<file path="src/rtl/lv2_ringbuf_pkg.sv">
// lv2_ringbuf_pkg: shared types and constants for the layer-2 ring buffer blocks
package lv2_ringbuf_pkg;
  localparam int AW_DEF = 18;
  localparam int RW_DEF = 16;
  localparam int FIFO_DEPTH = 4;
  typedef enum logic [1:0] {IDLE, RUN, ERR} state_e;
  localparam logic [1:0] ERR_NONE      = 2'b00;
  localparam logic [1:0] ERR_OVERRUN   = 2'b01;
  localparam logic [1:0] ERR_UNDERFLOW = 2'b10;
  localparam logic [1:0] ERR_LIMIT     = 2'b11;
endpackage

</file>
<file path="src/rtl/rb_out_fifo.sv">
// rb_out_fifo: 4-entry synchronous output FIFO with occupancy count
module rb_out_fifo #(
  parameter int DW = 32
) (
  input  logic          clk,
  input  logic          reset,
  input  logic          push,
  input  logic [DW-1:0] din,
  input  logic          pop,
  output logic [DW-1:0] dout,
  output logic          valid,
  output logic [2:0]    count
);
  logic [DW-1:0] mem_q [4];
  logic [1:0] wp_q, rp_q;
  logic [2:0] cnt_q;
  logic pop_ok;
  assign valid  = cnt_q != 3'd0;
  assign pop_ok = pop && valid;
  assign dout   = valid ? mem_q[rp_q] : '0;
  assign count  = cnt_q;
  always_ff @(posedge clk) if (push) mem_q[wp_q] <= din;
  always_ff @(posedge clk) begin
    if (reset) begin
      wp_q  <= '0;
      rp_q  <= '0;
      cnt_q <= '0;
    end else begin
      wp_q  <= wp_q + 2'(push);
      rp_q  <= rp_q + 2'(pop_ok);
      cnt_q <= cnt_q + 3'(push) - 3'(pop_ok);
    end
  end
endmodule

</file>
<file path="src/rtl/ring_buffer_reader.sv">
// ring_buffer_reader: read-side controller of the layer-2 circular event buffer.
// Define RB_READER_USAGE_EN to register the buffer level on usage.
module ring_buffer_reader
  import lv2_ringbuf_pkg::*;
#(
  parameter int AW = AW_DEF,
  parameter int DW = 32,
  parameter int RW = RW_DEF
) (
  input  logic          clk,
  input  logic          reset,
  input  logic          enable,
  input  logic [AW-1:0] limit,
  input  logic [AW-1:0] wr_addr,
  input  logic [RW-1:0] n_wr,
  output logic          mem_rd_en,
  output logic [AW-1:0] mem_rd_addr,
  input  logic [DW-1:0] mem_rd_data,
  output logic [DW-1:0] out_data,
  output logic          out_valid,
  input  logic          out_ready,
  output logic [AW-1:0] rd_addr,
  output logic [RW-1:0] n_rd,
  output logic [1:0]    error,
  output logic [AW-1:0] usage
);
  state_e state_q;
  logic [AW-1:0] limit_q, rd_addr_q, avail;
  logic [RW-1:0] n_rd_q, diff;
  logic [1:0] error_q;
  logic pend_q, same, ahead1, behind, ovr, und, issue, wrap;
  logic [2:0] fifo_cnt;
  assign diff   = n_wr - n_rd_q;
  assign same   = diff == '0;
  assign ahead1 = diff == RW'(1);
  assign behind = diff == '1;
  assign ovr    = (!same && !ahead1 && !behind) || (ahead1 && wr_addr > rd_addr_q);
  assign und    = behind || (same && wr_addr < rd_addr_q);
  assign avail  = (ovr || und) ? '0 : same ? wr_addr - rd_addr_q : limit_q - rd_addr_q + wr_addr;
  // the in-flight word reserves a FIFO slot so backpressure never drops data
  assign issue  = state_q == RUN && enable && !ovr && !und && avail != '0
                  && fifo_cnt + 3'(pend_q) < 3'(FIFO_DEPTH);
  assign wrap   = rd_addr_q == limit_q - AW'(1);
  assign mem_rd_en   = issue;
  assign mem_rd_addr = rd_addr_q;
  assign rd_addr     = rd_addr_q;
  assign n_rd        = n_rd_q;
  assign error       = error_q;
  always_ff @(posedge clk) begin
    if (reset) begin
      state_q   <= IDLE;
      limit_q   <= '0;
      rd_addr_q <= '0;
      n_rd_q    <= '0;
      error_q   <= ERR_NONE;
      pend_q    <= 1'b0;
    end else begin
      pend_q <= issue;
      if (issue) begin
        rd_addr_q <= wrap ? '0 : rd_addr_q + AW'(1);
        if (wrap) n_rd_q <= n_rd_q + RW'(1);
      end
      case (state_q)
        IDLE: begin
          limit_q <= limit;
          if (enable) begin
            state_q <= limit < AW'(2) ? ERR : RUN;
            error_q <= limit < AW'(2) ? ERR_LIMIT : ERR_NONE;
          end
        end
        RUN: begin
          if (ovr || und) begin
            state_q <= ERR;
            error_q <= ovr ? ERR_OVERRUN : ERR_UNDERFLOW;
          end else if (!enable && !pend_q) state_q <= IDLE;
        end
        default: state_q <= ERR;
      endcase
    end
  end
  rb_out_fifo #(.DW(DW)) u_fifo (
    .clk  (clk),
    .reset(reset),
    .push (pend_q),
    .din  (mem_rd_data),
    .pop  (out_ready),
    .dout (out_data),
    .valid(out_valid),
    .count(fifo_cnt)
  );
`ifdef RB_READER_USAGE_EN
  logic [AW-1:0] usage_q;
  always_ff @(posedge clk) usage_q <= reset ? '0 : (ovr || state_q == ERR) ? limit_q : avail;
  assign usage = usage_q;
`else
  assign usage = '0;
`endif
endmodule

</file>
<file path="config.mk">
export PLATFORM = sky130hd
export DESIGN_NAME = ring_buffer_reader
export DESIGN_NICKNAME = d
export VERILOG_FILES = /design/src/rtl/lv2_ringbuf_pkg.sv /design/src/rtl/rb_out_fifo.sv /design/src/rtl/ring_buffer_reader.sv
export SDC_FILE = /design/constraint.sdc
export NUM_CORES = 1
export LEC_CHECK = 0
export CAP_MARGIN = 40
export CORE_MARGIN = 2
export CORE_UTILIZATION = 45
export CTS_CLUSTER_SIZE = 25
export DETAILED_ROUTE_END_ITERATION = 10
export PLACE_DENSITY_LB_ADDON = 0.12
export SYNTH_ARGS = -nofsm -noshare
export SYNTH_HDL_FRONTEND = slang
export SYNTH_SLANG_ARGS = --single-unit
</file>
<file path="constraint.sdc">
create_clock -name clk -period 5.7 [get_ports clk]
set_input_delay 1.425 -clock clk [delete_from_list [all_inputs] [get_ports clk]]
set_output_delay 1.425 -clock clk [all_outputs]
set_load 0.01 [all_outputs]
</file>
==> flow_metrics.py <==
metrics = {
    "sta": {
        "worst_pin_slew_ps": 791.0,
        "drv_slew": 0,
        "max_freq_mhz": 168.2,
        "slew_headroom_pct": 47.26,
        "finalCritPeriodShare_pct": 104.3,
        "fin_tns_setup_ps": -245.5,
        "finalHoldViolCount": 0,
        "rsz0062_at_grt": "true",
        "hold_slack_ps": 493.1,
        "layout_min_cycle_time_ps": 5946,
        "finalSetupViolCount": 1,
        "fin_skew_ps": 18.98,
        "worst_slack_ps": -245.5,
    },
    "placement": {
        "hpwl_um": 29200,
        "gp_congestion": 0.9667,
        "place_area_um2": 16510,
        "place_inst": 2034,
        "io_buffers": 175,
    },
    "synth": {
        "syn-cell-area_um2": 12920,
        "synth_area_leaders": "edfxtp_1 (30%), dfxtp_1 (9.9%), ha_1 (5.9%), mux4_2 (5.6%), a21oi_1 (4.3%)",
        "avgSynthCellArea_um2": 9.753,
        "ys_ff_latch": 192,
        "synth.yosys.seq_area_share_pct": 39.66,
        "synth_top_area_share_pct": 29.74,
        "synth-async-reset-ratio_pct": 0,
        "synth_area_leader_cell": "edfxtp_1",
        "synth_cells": 1325,
        "yosysUniqueCellTypes": 89,
        "ys_warn_count": 0,
        "synthFlopType": "edfxtp_1",
        "synth-edff-count": 128,
    },
    "drt": {
        "ant_nets": 0,
        "wirelength_um": 38830,
        "drt_iter0_drc": 980,
        "via_per_inst": 5.563,
        "dr.pass1.iters": 7,
        "vias": 11632,
        "drc": 0,
        "post_drt_wl_per_cell_um": 18.57,
    },
    "pwr": {
        "leakage_uw": 0.006679,
        "power_density_nw_per_um2": 246.4,
        "peakVddDrop_mv": 0.2388,
        "totalPowerFinal_uw": 4383,
    },
    "floorplanning": {
        "start_util_pct": 45.39,
        "rows": 62,
        "die_w_um": 173.5,
        "core_area_um2": 28470,
        "ios": 194,
        "die_y_um": 173.5,
        "die_area_um2": 30090,
    },
    "cells_and_area": {
        "final_nets": 1861,
        "area_growth_syn_to_layout_pct": 37.68,
        "drive_gt1_share_pct": 25.56,
        "final_common_cell": "buf_4",
        "most-common-layout-cells": "buf_4 (248), clkdlybuf4s50_1 (155), edfxtp_1 (128), inv_1 (107), a21oi_1 (93)",
        "finish.instance_area_um2": 17790,
        "nFillCells": 2443,
        "final_cells": 2091,
    },
    "worst_setup_path": {
        "slowest_delay_ps": 490,
        "path_cells": "dlygate4sd2_1 -> inv_1 -> fa_1 -> inv_2 -> ha_4 -> o211ai_1 -> o21ai_2 -> xor2_1 -> or3_1 -> nor4_2 -> nand4_1 -> or3_4 -> mux2i_4 -> nor2_4 -> buf_6",
        "crit_end": "mem_rd_en",
        "critPathLaunch": "wr_addr[2]",
        "crit_fanout": 5,
        "cp.required_ps": 4280,
        "r2r_cells": 27,
        "end_kind": "primary output",
        "r2r-end": "n_rd[15]$_SDFFE_PP0P_",
        "critical_path.slowest_cell": "fa_1",
        "worstReg2RegStart": "limit_q[1]$_SDFFE_PP0N_",
        "start_kind": "input pin",
        "rrSetupSlack_ps": 1210,
        "cp.arrival_ps": 4520,
        "path_class": "input pin to primary output",
    },
    "clocking": {
        "numCtsBuffers": 17,
        "htreeDepth": 4,
        "cts_tree": "done",
        "clk_latency_ps": 440,
        "clkSinkCount": 192,
        "clk_pin_slew_ps": 80,
        "cts-root-buf": "clkbuf_16",
        "clockBufferDepth": 2,
    },
    "global_route": {
        "first_global_vias": 11383,
        "antenna_found_initial": 1,
        "grtUsageTotal_pct": 25.74,
        "grt_max_degree": 65,
        "grt_pass1_wl_um": 61010,
        "overflow": 0,
    },
    "hold_path": {
        "hold_path_class": "flop to flop",
    },
    "outcome": {
        "status": "complete, but fails checks",
        "violations": "negative setup slack",
    },
    "job": {
        "drv_cap": 0,
    },
}
## how the worst min path moves through the flow
| stage | startpoint | to | slack (ps) | depth (start not counted) |
|---|---|---|---|---|
| after floorplan | limit_q[0]$_SDFFE_PP0N_ | limit_q[0]$_SDFFE_PP0N_ | 460 | 2 |
| after global placement | limit_q[0]$_SDFFE_PP0N_ | limit_q[0]$_SDFFE_PP0N_ | 480 | 2 |
| after detailed placement | limit_q[0]$_SDFFE_PP0N_ | limit_q[0]$_SDFFE_PP0N_ | 480 | 2 |
| after CTS | limit_q[0]$_SDFFE_PP0N_ | limit_q[0]$_SDFFE_PP0N_ | 500 | 2 |
| after global routing | limit_q[16]$_SDFFE_PP0N_ | limit_q[16]$_SDFFE_PP0N_ | 530 | 2 |
| final | limit_q[0]$_SDFFE_PP0N_ | limit_q[0]$_SDFFE_PP0N_ | 490 | 2 |
## Yosys cell counts (4+ instances only)
library cell and number:
a31o_1 13, nor3_1 35, nor4_1 22, nor2_1 65, inv_1 120, buf_4 38
xnor2_1 24, or3_1 8, o21a_1 4, o31ai_1 7, dfxtp_1 64, nand3_1 51
and2_1 4, o21ai_1 15, or4_1 6, nand4_1 34, nand2b_1 12, and3_1 21
clkbuf_1 31, o2111ai_1 6, a21o_1 19, o21ai_0 47, a31oi_1 15, xor2_1 16
o211ai_1 15, buf_2 15, nor3b_1 7, a21oi_1 110, buf_1 5, nand3b_1 5
a2111oi_0 7, mux4_2 32, nand4b_1 7, edfxtp_1 128, mux2i_1 12, and4_1 7
buf_6 4, fa_1 19, nor2b_1 46, ha_1 61, nand2_1 91, a211oi_1 5
a21boi_0 4
## worst max-delay path: cells and delay by family
family / cells / cell delay [ps]
and+or+nand+nor: 5 / 1190
adders and majority gates: 2 / 740
buffers and inverters: 4 / 440
AOI/OAI and AO/OA: 2 / 340
muxes: 1 / 200
xor gates and xnor gates: 1 / 170
## sequential cells by signal, summed over array words and instances (netlist names)
register and cells:
error 2, limit_q 18, mem_rd_addr 18, n_rd 16
pend_q 1, state_q 2, u_fifo.count 3, u_fifo.mem_q 128
u_fifo.rp_q 2, u_fifo.wp_q 2
## cells by family after synthesis
| family | count (synthesis) | synth area share (%) |
|---|---|---|
| multiplexers | 47 | 6.797 |
| other | 1 | 0.02902 |
| AO/OA/AOI/OAI | 306 | 15.03 |
| adder cells (fa/ha/maj) | 80 | 8.850 |
| buffers and inverters | 215 | 7.862 |
| XOR/XNOR | 41 | 2.885 |
| AND/OR/NAND/NOR | 443 | 18.89 |
| flip-flops | 192 | 39.66 |
## where the power goes
part | total [µW] | internal [µW] | switching [µW]
registers | 1540 | 1500 | 40.0
clock network | 1290 | 624 | 665
logic | 1550 | 813 | 740
total | 4380 | 2940 | 1440
## metrics by stage
| stage | utilization [%] | worst slack (ps) |
|---|---|---|
| after global placement | 57.98 | -1236 |
| final | 62.49 | -245.5 |
| after detailed placement | 57.98 | -1261 |
| after CTS | 61.86 | -333.3 |
| after global routing | 62.49 | -349.2 |
| after floorplan | - | 0.9077 |
## final cells by class
| class | count | area, µm² | area share (%) |
|---|---|---|---|
| antenna | 1 | 2.502 | 0.01406 |
| clock buffer | 17 | 425.4 | 2.391 |
| clock inverter | 15 | 220.2 | 1.238 |
| inverter | 120 | 450.4 | 2.532 |
| multi-input combinational | 935 | 7438 | 41.81 |
| sequential | 192 | 5126 | 28.81 |
| tap | 384 | 480.5 | 2.700 |
| timing repair buffer | 427 | 3649 | 20.51 |
## per-layer routing
metal	up-vias	part of all wire, %	track usage, %
met5	-	0	0
met4	0	2.3	6.780
met3	50	6.2	4.167
met2	398	47	42.63
met1	5578	45	35.26
li1	5606	-	-
## repair_timing
action,CTS,global route
hold buffers,0,0
pin swaps,41,39
endpoints found under the setup margin,1,1
gates resized for setup,86,42
buffers inserted,19,5
No activity file was read; power rests on OpenSTA's default activity.
